===== src/rtl/irq_pending_ctrl_if.sv =====
// Consumer-side valid/ready handshake carrying the offered interrupt index.
// The DUT drives through the master modport; the consumer uses the slave modport.
interface irq_pending_ctrl_if #(
    parameter int unsigned SIZE = 3
);
    logic [SIZE-1:0] code_out;
    logic            valid_out;
    logic            ready_in;

    modport master (
        output code_out,
        output valid_out,
        input  ready_in
    );

    modport slave (
        input  code_out,
        input  valid_out,
        output ready_in
    );
endinterface


===== src/rtl/irq_pending_ctrl.sv =====
// irq_pending_ctrl: captures rising edges on 2**SIZE interrupt lines into a
// pending register, drives it active-low to an external leading-ones encoder,
// and offers the returned index over a valid/ready handshake. Events that hit
// an already-pending line are counted in a saturating drop counter.
// Optional build macro IRQ_MASK_EN adds a per-line mask input (1 = masked).
module irq_pending_ctrl #(
    parameter int unsigned SIZE   = 3,
    parameter int unsigned DROP_W = 8
) (
    input  logic                   clk,
    input  logic                   rst,
    input  logic [2**SIZE-1:0]     irq_in,
`ifdef IRQ_MASK_EN
    input  logic [2**SIZE-1:0]     mask_in,
`endif
    output logic [2**SIZE-1:0]     pend_n_out,
    input  logic [SIZE-1:0]        code_in,
    output logic [DROP_W-1:0]      drop_cnt_out,
    irq_pending_ctrl_if.master     hs
);

    localparam int unsigned N     = 2**SIZE;
    localparam int unsigned CNT_W = SIZE + 1;
    localparam int unsigned SUM_W = ((DROP_W > CNT_W) ? DROP_W : CNT_W) + 1;
    localparam logic [DROP_W-1:0] DROP_MAX = '1;

    typedef enum logic {
        ST_IDLE  = 1'b0,
        ST_VALID = 1'b1
    } state_t;

    state_t              state_q;
    logic                valid_q;
    logic [SIZE-1:0]     code_q;

    logic [N-1:0]        irq_q;
    logic [N-1:0]        pend_q;
    logic [N-1:0]        pend_d;
    logic [N-1:0]        line_en;
    logic [N-1:0]        rise;
    logic [N-1:0]        clr;
    logic [N-1:0]        drop_vec;
    logic [DROP_W-1:0]   drop_q;
    logic [DROP_W-1:0]   drop_d;
    logic [CNT_W-1:0]    drop_inc;
    logic [SUM_W-1:0]    drop_sum;
    logic                hs_fire;
    logic                any_pend;

`ifdef IRQ_MASK_EN
    assign line_en = ~mask_in;
`else
    assign line_en = '1;
`endif

    // Edge detect; masked lines still update irq_q so unmasking a held line is silent.
    assign rise     = irq_in & ~irq_q & line_en;
    assign hs_fire  = valid_q & hs.ready_in;
    // The encoder reports 0 for both "line 0" and "nothing", so decide from pending itself.
    assign any_pend = |pend_q;

    // Clear strobe for the line being accepted this cycle.
    always_comb begin
        clr = '0;
        for (int unsigned j = 0; j < N; j++) begin
            clr[j] = hs_fire && (code_q == SIZE'(j));
        end
    end

    // Pending next-state: a new rise wins over a same-cycle clear.
    assign pend_d   = (pend_q & ~clr) | rise;
    assign drop_vec = rise & pend_q & ~clr;

    // Saturating drop counter: add the number of rises that hit a still-pending line.
    always_comb begin
        drop_inc = '0;
        for (int unsigned j = 0; j < N; j++) begin
            drop_inc = drop_inc + CNT_W'(drop_vec[j]);
        end
        drop_sum = SUM_W'(drop_q) + SUM_W'(drop_inc);
        drop_d   = (drop_sum > SUM_W'(DROP_MAX)) ? DROP_MAX : DROP_W'(drop_sum);
    end

    // Bit-reverse and invert so the encoder's leading-ones count equals the line number.
    always_comb begin
        pend_n_out = '1;
        for (int unsigned j = 0; j < N; j++) begin
            pend_n_out[N-1-j] = ~pend_q[j];
        end
    end

    // Edge history, pending register and drop counter.
    always_ff @(posedge clk or posedge rst) begin
        if (rst) begin
            irq_q  <= '0;
            pend_q <= '0;
            drop_q <= '0;
        end else begin
            irq_q  <= irq_in;
            pend_q <= pend_d;
            drop_q <= drop_d;
        end
    end

    // Offer FSM: capture the encoder result in IDLE, hold it in VALID until accepted.
    always_ff @(posedge clk or posedge rst) begin
        if (rst) begin
            state_q <= ST_IDLE;
            valid_q <= 1'b0;
            code_q  <= '0;
        end else begin
            case (state_q)
                ST_IDLE: begin
                    if (any_pend) begin
                        code_q  <= code_in;
                        valid_q <= 1'b1;
                        state_q <= ST_VALID;
                    end
                end
                ST_VALID: begin
                    if (hs.ready_in) begin
                        valid_q <= 1'b0;
                        state_q <= ST_IDLE;
                    end
                end
                default: begin
                    valid_q <= 1'b0;
                    state_q <= ST_IDLE;
                end
            endcase
        end
    end

    assign hs.code_out   = code_q;
    assign hs.valid_out  = valid_q;
    assign drop_cnt_out  = drop_q;

endmodule


===== src/flat_wrapper.sv =====
// flat-port wrapper written by rule: the top's interface ports become plain ports
module irq_pending_ctrl_flat 
#(
    parameter int unsigned SIZE   = 3,
    parameter int unsigned DROP_W = 8
)
  (clk, rst, irq_in, pend_n_out, code_in, drop_cnt_out, hs_code_out, hs_valid_out, hs_ready_in);
  irq_pending_ctrl_if #(.SIZE(SIZE)) hs_i ();
  input  logic clk;
  input  logic rst;
  input  logic [2**SIZE-1:0] irq_in;
  output logic [2**SIZE-1:0] pend_n_out;
  input  logic [SIZE-1:0] code_in;
  output logic [DROP_W-1:0] drop_cnt_out;
  output wire logic [$bits(hs_i.code_out)-1:0] hs_code_out;
  output wire logic [$bits(hs_i.valid_out)-1:0] hs_valid_out;
  input wire logic [$bits(hs_i.ready_in)-1:0] hs_ready_in;
  assign hs_code_out = hs_i.code_out;
  assign hs_valid_out = hs_i.valid_out;
  assign hs_i.ready_in = hs_ready_in;
  irq_pending_ctrl #(.SIZE(SIZE), .DROP_W(DROP_W)) u_core (.clk(clk), .rst(rst), .irq_in(irq_in), .pend_n_out(pend_n_out), .code_in(code_in), .drop_cnt_out(drop_cnt_out), .hs(hs_i));
endmodule

===== config.mk =====
export PLATFORM = sky130hd
export DESIGN_NAME = irq_pending_ctrl_flat
export DESIGN_NICKNAME = d
export VERILOG_FILES = /design/src/rtl/irq_pending_ctrl_if.sv /design/src/rtl/irq_pending_ctrl.sv /design/src/flat_wrapper.sv
export SDC_FILE = /design/constraint.sdc
export NUM_CORES = 1
export LEC_CHECK = 0
export ABC_AREA = 1
export CORE_MARGIN = 4
export CORE_UTILIZATION = 56
export CTS_BUF_LIST = sky130_fd_sc_hd__clkbuf_4 sky130_fd_sc_hd__clkbuf_8 sky130_fd_sc_hd__clkbuf_16
export CTS_CLUSTER_SIZE = 8
export DETAILED_ROUTE_END_ITERATION = 6
export DONT_BUFFER_PORTS = 1
export GPL_TIMING_DRIVEN = 0
export PLACE_DENSITY_LB_ADDON = 0.1
export SETUP_SLACK_MARGIN = 0.02
export SLEW_MARGIN = 20
export SYNTH_ARGS = -nofsm -noshare
export SYNTH_HDL_FRONTEND = slang
export SYNTH_SLANG_ARGS = --single-unit

===== constraint.sdc =====
create_clock -name clk -period 4.1 [get_ports clk]
set_input_delay 0.82 -clock clk [delete_from_list [all_inputs] [get_ports clk]]
set_output_delay 0.82 -clock clk [all_outputs]
set_load 0.05 [all_outputs]

# --- Word level (Yosys, flattened, before mapping) ---
# Cells that the tools add are included.
# W data, S select, Z words.
word_totals:
  reg_bits: 29
  input_bits: 14
  out_inout_bits: 20
op_classes:
  bitwise: 17
  n_reduce_logical: 12
  n_mux: 7
  magnitude_cmp: 1
  eq_ne: 9
  n_addsub: 8
ops:
  columns: ["op", "count"]
  rows:
  - ["$and A8 B8 Y8", 4]
  - ["$add A4 B1 Y4", 6]
  - ["$not A8 Y8", 2]
  - ["$eq A3 B3 Y1 const B", 4]
  - ["$add A8 B4 Y9", 1]
  - ["$gt A9 B8 Y1 const B", 1]
  - ["$not A1 Y1", 9]
  - ["$logic_and A1 B1 Y1", 8]
  - ["$mux W8", 1]
  - ["$or A8 B8 Y8", 1]
  - ["$reduce_or A8 Y1", 1]
  - ["$eq A3 B2 Y1 const B", 2]
  - ["$mux W1", 4]
  - ["$pmux W1 S2", 2]
  - ["$reduce_and A2 Y1", 2]
  - ["$eq A3 B1 Y1 const B", 1]
  - ["$logic_not A3 Y1", 1]
  - ["$add A1 B1 Y2", 1]
  - ["$ne A2 B1 Y1 const B", 1]
  - ["$ne A2 B2 Y1 const B", 1]
  - ["$and A1 B1 Y1", 1]

# --- Depth between registers and ports, before layout ---
# Gate-level depths: netlist of the first run.
depth:
  word_depth: 14
  mapped_depth: 22
  ltp_nobuf: 22

# --- Worst setup path after synthesis of the first run ---
# Ideal clock, no wire load.
synth_path:
  kind: "input to register"
  from: "input port hs_ready_in"
  to: "register u_core.drop_q[6] (netlist: u_core.drop_cnt_out[6])"
  slack_ps: -390
  path_buffers: 0
  setup_time_ps: 119
  stages: 20
  required_ps: 3981
  t_arrival_ps: 4372
  path_cell_list: "nand2_1 -> nor2_2 -> nand2_1 -> nand2_1 -> nor3_1 -> ha_1 -> inv_1 -> fa_1 -> inv_1 -> fa_1 -> fa_1 -> inv_1 -> fa_1 -> fa_1 -> inv_1 -> nand3_1 -> nand2_2 -> nand4_1 -> nand2_1 -> nand2_1"
synth_between:
  elab_chain_cells: 14
  word_cells_on_any_way: 21
synth_lines:
  columns: ["item", "line", "source"]
  rows:
  - ["start: declaration", "flat_wrapper.sv:17", "input wire logic [$bits(hs_i.ready_in)-1:0] hs_ready_in;"]
  - ["$and A1 B1 Y1 *", "irq_pending_ctrl.sv:58", "assign hs_fire = valid_q & hs.ready_in;"]
  - ["$logic_and A1 B1 Y1", "irq_pending_ctrl.sv:66", "clr[j] = hs_fire && (code_q == SIZE'(j));"]
  - ["$not A8 Y8 *", "irq_pending_ctrl.sv:72", "assign drop_vec = rise & pend_q & ~clr;"]
  - ["$and A8 B8 Y8 *", "irq_pending_ctrl.sv:72", null]
  - ["$add A1 B1 Y2", "irq_pending_ctrl.sv:78", "drop_inc = drop_inc + CNT_W'(drop_vec[j]);"]
  - ["$add A4 B1 Y4 (5 in series)", "irq_pending_ctrl.sv:78", null]
  - ["$add A4 B1 Y4 *", "irq_pending_ctrl.sv:78", null]
  - ["$add A8 B4 Y9 *", "irq_pending_ctrl.sv:80", "drop_sum = SUM_W'(drop_q) + SUM_W'(drop_inc);"]
  - ["$gt A9 B8 Y1", "irq_pending_ctrl.sv:81", "drop_d = (drop_sum > SUM_W'(DROP_MAX)) ? DROP_MAX : DROP_W'(drop_sum);"]
  - ["$mux W8 *", "irq_pending_ctrl.sv:81", null]
  - ["via u_core.drop_d[6]", "irq_pending_ctrl.sv:44", "logic [DROP_W-1:0] drop_d;"]
  - ["end signal: assignment", "irq_pending_ctrl.sv:101", "drop_q <= drop_d;"]
  - ["end: declaration", "irq_pending_ctrl.sv:43", "logic [DROP_W-1:0] drop_q;"]
# The timed path passes the listed nets; every way through them passes the cells marked *.
# A chain may end at the register's enable or synchronous reset.

# --- Worst setup path in the final report of the first run ---
layout_path:
  from: "register u_core.valid_q (netlist: u_core.hs.valid_out)"
  to: "register u_core.drop_q[6] (netlist: u_core.drop_cnt_out[6])"
layout_between:
  elab_chain_cells: 14
  word_cells_on_any_way: 21
layout_lines:
  columns: ["item", "line", "source"]
  rows:
  - ["start: declaration", "irq_pending_ctrl.sv:33", "logic valid_q;"]
  - ["start signal: assignment", "irq_pending_ctrl.sv:109", "valid_q <= 1'b0;"]
  - ["start signal: assignment", "irq_pending_ctrl.sv:116", "valid_q <= 1'b1;"]
  - ["start signal: assignment", "irq_pending_ctrl.sv:122", "valid_q <= 1'b0;"]
  - ["$and A1 B1 Y1 *", "irq_pending_ctrl.sv:58", null]
  - ["$logic_and A1 B1 Y1", "irq_pending_ctrl.sv:66", null]
  - ["$not A8 Y8 *", "irq_pending_ctrl.sv:72", null]
  - ["$and A8 B8 Y8 *", "irq_pending_ctrl.sv:72", null]
  - ["$add A1 B1 Y2", "irq_pending_ctrl.sv:78", null]
  - ["$add A4 B1 Y4 (5 in series)", "irq_pending_ctrl.sv:78", null]
  - ["$add A4 B1 Y4 *", "irq_pending_ctrl.sv:78", null]
  - ["$add A8 B4 Y9 *", "irq_pending_ctrl.sv:80", null]
  - ["$gt A9 B8 Y1", "irq_pending_ctrl.sv:81", null]
  - ["$mux W8 *", "irq_pending_ctrl.sv:81", null]
  - ["via u_core.drop_d[6]", "irq_pending_ctrl.sv:44", null]
# Marks and branches as above.

==> results of run 1 <==
## what timing repair did
action | 4_1_cts | 5_1_grt
endpoints found under the hold margin | 0 | 0
gates cloned | 0 | 0
endpoints found under the setup margin | 8 | 8
buffers inserted | 4 | 3
gates resized for setup | 16 | 10
pin swaps | 7 | 5
## metrics by stage
| step | cells | hold slack (ps) | setup slack [ps] | utilization [%] | instance area (µm²) |
|---|---|---|---|---|---|
| 4_1_cts | 229 | 453.6 | -67.69 | 65.68 | 1795 |
| 6_report | 232 | 441.5 | -46.80 | 67.69 | 1851 |
| 5_1_grt | 232 | 473.9 | -239.3 | 67.69 | 1851 |
| 3_3_place_gp | 218 | 433.9 | -305.5 | 60.60 | 1657 |
| 3_5_place_dp | 218 | 440.8 | -378.2 | 60.60 | 1657 |
| 2_1_floorplan | 187 | 425.6 | -53.66 | - | 1618 |
## cells by family after synthesis
family,count (synthesis)
compound gates,16
xor+xnor,2
flops,29
buf+inv,40
simple gates,88
fa+ha+maj,12
## final timing paths
kind | startpoint | endpoint | slack, ps | cells after the start
setup / recovery | u_core.hs.valid_out$_DFFE_PP0P_ | u_core.drop_cnt_out[6]$_DFF_PP0_ | -50 | 20
hold / removal | rst | u_core.irq_q[7]$_DFF_PP0_ | 440 | 1
setup reg to reg | u_core.hs.valid_out$_DFFE_PP0P_ | u_core.drop_cnt_out[6]$_DFF_PP0_ | -50 | 20
hold reg to reg | u_core.irq_q[3]$_DFF_PP0_ | u_core.pend_q[3]$_DFF_PP0_ | 450 | 1
max in group asynchronous | rst | u_core.hs.valid_out$_DFFE_PP0P_ | 3220 | 1
min in group clk | u_core.irq_q[3]$_DFF_PP0_ | u_core.pend_q[3]$_DFF_PP0_ | 450 | 1
## area by class of cell
cell class / instances / area share (%)
Inverter: 39 / 8.046
Buffer: 1 / 0.6085
Clock buffer: 7 / 3.178
Tap cell: 31 / 2.096
Multi-Input combinational cell: 118 / 43.34
Timing Repair Buffer: 7 / 2.840
Sequential cell: 29 / 39.89
## layout by cell type, fill, tap and decap left out, types with 3 or more instances in the layout
master,netlist,routed
fa_2,0,3
nand3_1,13,11
inv_1,39,34
nor2_4,1,4
o21ai_0,11,11
nor3_2,1,3
dfrtp_1,29,25
buf_4,0,7
dfrtp_4,0,3
inv_2,0,4
nor2_1,14,12
nand4_1,5,5
nand2_1,42,36
clkbuf_4,0,6
nor3_1,6,4
ha_1,7,6
nand2_2,1,5
## cell usage after synthesis
cell      count
or2_1         1
nand4_1       5
o21ai_0      11
buf_6         1
nand3b_1      1
fa_1          5
nand2_2       1
nor3_2        1
o21ai_2       1
nor2_2        1
nand2_1      42
a21boi_0      1
ha_1          7
dfrtp_1      29
nand3_1      13
xnor2_1       2
nor2_1       14
a22o_1        2
nor3_1        6
nand3_2       2
a21oi_1       1
nor2_4        1
inv_1        39
## sequential cells by signal (all words and copies together) (netlist names)
name / flops
u_core.drop_cnt_out: 8
u_core.hs.code_out: 3
u_core.hs.valid_out: 1
u_core.state_q: 1
u_core.pend_q: 8
u_core.irq_q: 8
## metal layers
layer | global-route usage [%] | vias up
met4 | 8.359 | 0
met1 | 26.66 | 557
met2 | 26.44 | 26
met5 | 0 | -
met3 | 7.966 | 5
li1 | - | 616
==> flow_summary.yaml, run 1 <==
floorplan:
  core-area_mm2: 0.002734
  die-area_mm2: 0.003749
  fp.dieH_um: 61.23
  dieWidth_um: 61.23
  rows: 19
  ioPinCount: 34
  initial_core_util_pct: 58.03
synthesis:
  synth_nets: 213
  synth.largest_area_cell: "dfrtp_1"
  synth.distinct_cells: 23
  synth_area_leaders: "dfrtp_1, nand2_1, inv_1, fa_1, ha_1"
  synthCells: 187
  synthMuxAreaShare_pct: 0
  ys_ff_latch: 29
  yosys.area_share.simple_pct: 25.47
  synthAdderAreaFrac_pct: 11.83
  synth_top_family_by_area: "simple AND/OR/NAND/NOR gates"
  synthDominantCellAreaShare_pct: 45.74
  postSynthAreaPerCell_um2: 8.484
  yosys_warnings: 0
  ys_seq_area_share_pct: 45.74
  synth_area_mm2: 0.001587
  synth_xor_area_share_pct: 1.104
  synth_compound_area_share_pct: 5.915
grt:
  grt_pass1_wl_mm: 5.126
  overflow: 0
  grt_max_degree: 30
  first_global_vias: 1143
  grt_usage_pct: 19.29
  antenna_found_initial: 0
sta:
  finalSetupViolations: 4
  rsz0062_at_grt: "true"
  setup_slack_ps: -46.80
  finClkSkew_ps: 4.840
  setup_tns_ps: -129.3
  final_max_slew_viol_count: 0
  worst_slew_margin_rel_pct: 59.63
  worst_pin_slew_ps: 605.5
  fmax_mhz: 241.2
  period_share_pct: 101.1
  hold_viol: 0
  min_period_ps: 4147
outcome:
  violations: "setup timing"
  status: "finished with violations"
setup_path:
  endpoint_kind: "flop"
  crit_required_ps: 4310
  cpMostUsedCell: "nand2_1"
  path_max_fanout: 4
  crit_arrival_ps: 4360
  crit_chain: "nand2_8 > nor2_4 > nand2_1 > nand2_1 > nor3_2 > ha_1 > inv_2 > fa_1 > inv_1 > fa_1 > fa_2 > inv_2 > fa_2 > fa_2 > inv_2 > nand3_2 > nand2_4 > nand4_1 > nand2_1 > nand2_1"
  critPathBufInv: 4
  max_stage_delay_ps: 570
  crit_path_top_delay_cell: "dfrtp_4"
  path_delay_family: "adder cells"
  crit_type: "reg2reg"
  cp-start-kind: "flop"
cells_and_area:
  fillCellCount: 233
  area_growth_pct: 16.64
  antenna_cells: 0
  final_layout_size_suffix_gt1_share_pct: 23.38
  layout.nets: 227
  multiInputGateArea_um2: 802.0
  regArea_um2: 738.2
clocking:
  cts_root_buf: "clkbuf_4"
  cts_buffers: 5
  hold_buffers: 0
  h-tree-depth: 2
  cts_tree: "built"
  clk_latency_ps: 320
  cts_sinks: 29
  cts.reportedPaths.clkPinSlew_ps: 90
  cts_buffer_depth: 2
placement:
  gp_congestion: 0.7945
  port-buffer-count: 0
  post-dp-hpwl_mm: 2.300
routing:
  wl_met1_mm: 1.489
  top_layer_used: "met4"
  drc: 0
  vias_per_cell: 5.190
  wl_met3_um: 219
  drt_iter0_drc: 39
  vias: 1204
  ant_nets: 0
  wl_per_cell_um: 13.60
  wl_met2_mm: 1.395
  dr.pass1.iters: 4
  totalWireLength_mm: 3.156
worst_hold_path:
  hold_class: "in2async"
job:
  maxCapViolCount: 0
Power of run 1 is left out: the tool's default activity adds up to more than one toggle a clock period on the data nets, which glitch-free logic cannot reach.
==> inputs of run 2 (changes only) <==
TNS_END_PERCENT = 1   (was default)
==> run 2 against run 1 <==
Compared with the run above: the flow still finishes with violations (setup timing); sequential share of layout area grew 1.1 points; die area unchanged; critical path type unchanged; core utilization fell by 2.2 points; non-clock buffer count is 7 lower; clock-buffer cell count down 2; critical endpoint unchanged; global-route usage increased by 0.24 points; setup slack got worse by 20 ps; sequential cell count stayed put.
==> flow_summary.yaml, run 2 (same netlist as run 1, synthesis figures left out) <==
grt:
  first_global_vias: 1168
  overflow: 0
  grt_usage_pct: 19.53
  grt_max_degree: 30
  antenna_found_initial: 0
  grt_pass1_wl_mm: 5.140
setup_path:
  crit_type: "reg2reg"
  r2r-end: "u_core.drop_cnt_out[6]$_DFF_PP0_"
  crit_start: "u_core.hs.code_out[0]$_DFFE_PP0P_"
  critPathBufInv: 5
  cp-start-kind: "flop"
  max_stage_delay_ps: 580
  cp_num_cells: 20
  crit_arrival_ps: 4380
  crit_chain: "inv_2 > nor2_4 > nand2_1 > nand2_1 > nor3_2 > ha_1 > inv_2 > fa_1 > inv_1 > fa_1 > fa_2 > inv_2 > fa_1 > fa_2 > inv_2 > nand3_2 > nand2_4 > nand4_1 > nand2_1 > nand2_1"
  path_max_fanout: 6
  path_delay_family: "adder cells"
  crit_required_ps: 4320
  rr_startpoint: "u_core.hs.code_out[0]$_DFFE_PP0P_"
  reg2reg_depth: 20
  r2r_setup_slack_ps: -70
  endpoint_kind: "flop"
  crit_path_top_delay_cell: "dfrtp_2"
  critPathCapture: "u_core.drop_cnt_out[6]$_DFF_PP0_"
cells_and_area:
  final_cell_mix: "nand2_1, inv_1, dfrtp_1, nor2_1, nand3_1"
  area_growth_pct: 12.78
  post-route-cell-area_mm2: 0.001789
  antenna_cells: 0
  layout.nets: 220
  final_layout_size_suffix_gt1_share_pct: 17.53
  final_common_cell: "nand2_1"
routing:
  totalWireLength_mm: 3.136
  wl_per_cell_um: 13.94
  vias: 1182
  dr.pass1.iters: 4
  vias_per_cell: 5.253
  drc: 0
  ant_nets: 0
  drt_iter0_drc: 53
floorplan:
  core-area_mm2: 0.002734
  rows: 19
  fp.dieH_um: 61.23
  initial_core_util_pct: 58.03
  die-area_mm2: 0.003749
  dieWidth_um: 61.23
  ioPinCount: 34
outcome:
  status: "finished with violations"
  violations: "setup timing"
clocking:
  h-tree-depth: 2
  cts.reportedPaths.clkPinSlew_ps: 90
  clk_latency_ps: 330
  cts_tree: "built"
  cts_buffer_depth: 2
  cts_buffers: 5
  cts_root_buf: "clkbuf_4"
  hold_buffers: 0
  cts_sinks: 29
  post_cts_buffers: 0
placement:
  port-buffer-count: 0
  post-dp-hpwl_mm: 2.401
  place_area_mm2: 0.001657
  gp_congestion: 0.7863
sta:
  holdWs_ps: 426.7
  worst_pin_slew_ps: 613.7
  finClkSkew_ps: 10.20
  finalSetupViolations: 4
  setup_slack_ps: -67.24
  fmax_mhz: 240.0
  period_share_pct: 101.6
  min_period_ps: 4167
  final_max_slew_viol_count: 0
  worst_slew_margin_rel_pct: 59.08
  hold_viol: 0
  setup_tns_ps: -152.5
  rsz0062_at_grt: "true"
worst_hold_path:
  hold_class: "in2async"
job:
  maxCapViolCount: 0
==> run 2: changes by cell type in the layout (fill, tap and decap cells not counted), moves of 2 or more <==
cell,previous run,this run
dfrtp_2,1,3
dfrtp_4,3,1
nand2_1,36,40
nand2_2,5,1
buf_4,7,0
==> run 2: worst register-to-register path, delay by kind of cell (launching register included) <==
family | cells | cell delay, ps
buffers and inverters | 5 | 360
DFF | 1 | 580
adders and majority gates | 6 | 2390
and+or+nand+nor | 9 | 730
==> run 2: what timing repair did <==
action                                  in CTS  in global routing
endpoints found under the setup margin       8                  8
pin swaps                                    1                  1
gates resized for setup                     12                  4
==> run 2: per-layer routing <==
layer	up-vias	track usage [%]	wire length, µm
li1	599	-	-
met1	550	24.97	1338
met2	27	29.61	1541
met3	6	6.918	196
met4	0	9.288	59
met5	-	0	0
==> run 2: how the worst min path moves through the flow <==
stage | to | slack, ps | cells past startpoint
after floorplan | u_core.pend_q[3]$_DFF_PP0_ | 430 | 1
after global placement | u_core.pend_q[6]$_DFF_PP0_ | 430 | 1
after detailed placement | u_core.pend_q[5]$_DFF_PP0_ | 440 | 1
after CTS | u_core.pend_q[3]$_DFF_PP0_ | 470 | 1
after global routing | u_core.state_q$_DFF_PP0_ | 470 | 1
final | u_core.irq_q[1]$_DFF_PP0_ | 430 | 1
==> run 2: layout make-up <==
type / count / area (µm²)
buffer: 1 / 11.26
clock inverter: 2 / 35.03
fill: 240 / 944.7
multi-input combinational: 118 / 787.0
sequential: 29 / 733.2
inverter: 39 / 146.4
tap: 31 / 38.79
clock buffer: 5 / 37.54
==> run 2: metrics by stage <==
stage          instances  util (%)  setup WS (ps)
2_1_floorplan        187         -         -53.75
3_3_place_gp         218     60.60         -244.6
3_5_place_dp         218     60.60         -287.1
4_1_cts              225     64.53         -54.02
5_1_grt              225     65.45         -266.1
6_report             225     65.45         -67.24
Power of run 2 is left out for the same reason.
==> inputs of run 3 (changes only) <==
CELL_PAD_IN_SITES_DETAIL_PLACEMENT = 1   (was default)
CELL_PAD_IN_SITES_GLOBAL_PLACEMENT = 1   (was default)
CORE_UTILIZATION = 41   (was 56)
==> run 3 against run 2 <==
Compared with the run above: the run still ends with setup timing left; core utilization decreased by 15 points; setup slack improved by 37 ps; non-clock buffer count unchanged; routed wire length grew 14%; sequential share of layout area is 1.2 points lower; worst hold slack better by 33 ps; first-iteration DRC count shrank 51%; critical path type unchanged.
==> flow_summary.yaml, run 3 (same netlist as run 1, synthesis figures left out) <==
floorplan:
  rows: 22
  initial_core_util_pct: 43.01
  fp.dieH_um: 70.21
  core-area_mm2: 0.003689
  dieWidth_um: 70.21
  die-area_mm2: 0.004929
  ioPinCount: 34
cells_and_area:
  final_layout_size_suffix_gt1_share_pct: 19.49
  final_common_cell: "nand2_1"
  utilization_pct: 50.31
  multiInputGateArea_um2: 779.5
  antenna_cells: 0
  area_growth_pct: 16.96
  fillCellCount: 439
  final_cell_mix: "nand2_1, inv_1, dfrtp_1, nor2_1, nand3_1"
  regArea_um2: 738.2
  layout.nets: 220
  post-route-cell-area_mm2: 0.001856
routing:
  wl_per_cell_um: 14.67
  vias_per_cell: 5.132
  dr.pass1.iters: 4
  drt_iter0_drc: 26
  ant_nets: 0
  drc: 0
  totalWireLength_mm: 3.564
  vias: 1247
sta:
  setup_tns_ps: -38.66
  hold_viol: 0
  min_period_ps: 4130
  setup_slack_ps: -30.02
  fmax_mhz: 242.1
  period_share_pct: 100.7
  finalSetupViolations: 2
  finClkSkew_ps: 7.527
  final_max_slew_viol_count: 0
  worst_pin_slew_ps: 626.7
  worst_slew_margin_rel_pct: 58.16
  rsz0062_at_grt: "true"
clocking:
  cts_buffers: 5
  clk_latency_ps: 280
  cts_tree: "built"
  cts_root_buf: "clkbuf_8"
  h-tree-depth: 2
  cts.reportedPaths.clkPinSlew_ps: 70
  cts_buffer_depth: 2
  cts_sinks: 29
  hold_buffers: 0
job:
  maxCapViolCount: 0
grt:
  antenna_found_initial: 0
  overflow: 0
  first_global_vias: 1366
  grt_max_degree: 30
  grt_pass1_wl_mm: 6.292
  grt_usage_pct: 16.24
worst_hold_path:
  hold_class: "reg2reg"
  whs_path_depth: 1
outcome:
  status: "finished with violations"
  violations: "setup timing"
placement:
  port-buffer-count: 0
  gp_congestion: 0.7629
  post-dp-hpwl_mm: 2.771
  place_area_mm2: 0.001678
setup_path:
  reg2reg_depth: 20
  endpoint_kind: "flop"
  crit_required_ps: 4270
  path_max_fanout: 4
  crit_type: "reg2reg"
  cp-start-kind: "flop"
  crit_arrival_ps: 4300
pwr:
  ir_worst_vdd_mv: 0.4505
  leakagePower_nw: 0.9564
  power_density_mw_per_mm2: 947.2
## run 3: cell count changes in the layout (fill, tap and decap cells not counted), sizes merged
cell,delta
clkbuf,+2
clkinv,-1
## run 3: critical path, cell delays in order (launching register included)
cell     delay [ps]
dfrtp_4         590
nand2_8         110
nor2_4           50
nand2_2          80
nand2_2          60
nor3_2          180
ha_1            260
inv_2            60
fa_1            390
inv_1            80
fa_1            440
fa_2            360
inv_2            60
fa_1            440
fa_2            370
inv_2            80
nand3_2          80
nand2_4         100
nand4_1          80
nand2_1         100
nand2_1          50
## run 3: what timing repair did
action,in CTS,in global routing
setup buffers,0,0
setup endpoints to repair,8,8
pin swaps,1,1
resized for setup,12,8
## run 3: final timing paths
check / slack (ps) / endpoint / start
max: -30 / u_core.drop_cnt_out[6]$_DFF_PP0_ / u_core.hs.valid_out$_DFFE_PP0P_
min: 460 / u_core.pend_q[5]$_DFF_PP0_ / u_core.irq_q[5]$_DFF_PP0_
max reg2reg: -30 / u_core.drop_cnt_out[6]$_DFF_PP0_ / u_core.hs.valid_out$_DFFE_PP0P_
min reg2reg: 460 / u_core.pend_q[5]$_DFF_PP0_ / u_core.irq_q[5]$_DFF_PP0_
max in group asynchronous: 3130 / u_core.hs.valid_out$_DFFE_PP0P_ / rst
min in group asynchronous: 500 / u_core.drop_cnt_out[4]$_DFF_PP0_ / rst
## run 3: final cells by class
| type | instances | share of cell area, % |
|---|---|---|
| plain buffers | 1 | 0.6069 |
| multi-input cells | 118 | 42.01 |
| flip-flops and latches | 29 | 39.78 |
| clock buffers | 7 | 4.855 |
| well taps | 48 | 3.237 |
| clock inverters | 1 | 1.618 |
| inverters | 39 | 7.889 |
## run 3: per-stage QoR
stage	total power, W	worst slack (ps)	instances	hold WS, ps
2_1_floorplan	0.001271	-53.75	187	425.6
3_3_place_gp	0.001385	-318.6	235	438.7
3_5_place_dp	0.001417	-402.3	235	448.6
4_1_cts	0.001768	-58.69	243	455.7
5_1_grt	0.001922	-219.3	243	467.6
6_report	0.001758	-30.02	243	459.2
## run 3: routing by layer
layer,vias to the layer above,routed length [µm],GRT usage [%]
li1,598,-,-
met1,615,1422,17.94
met2,28,1877,28.54
met3,6,204,6.619
met4,0,60,4.681
met5,-,0,0
## run 3: power by group
group | switching [W] | internal, W | total (W) | leakage (nW)
registers | 0.000331 | 0.000395 | 0.000726 | 0.317
clock network | 0.000107 | 0.000204 | 0.000311 | 0.0619
logic | 0.000472 | 0.000248 | 0.000720 | 0.578
(Power assumes the default switching activity.)
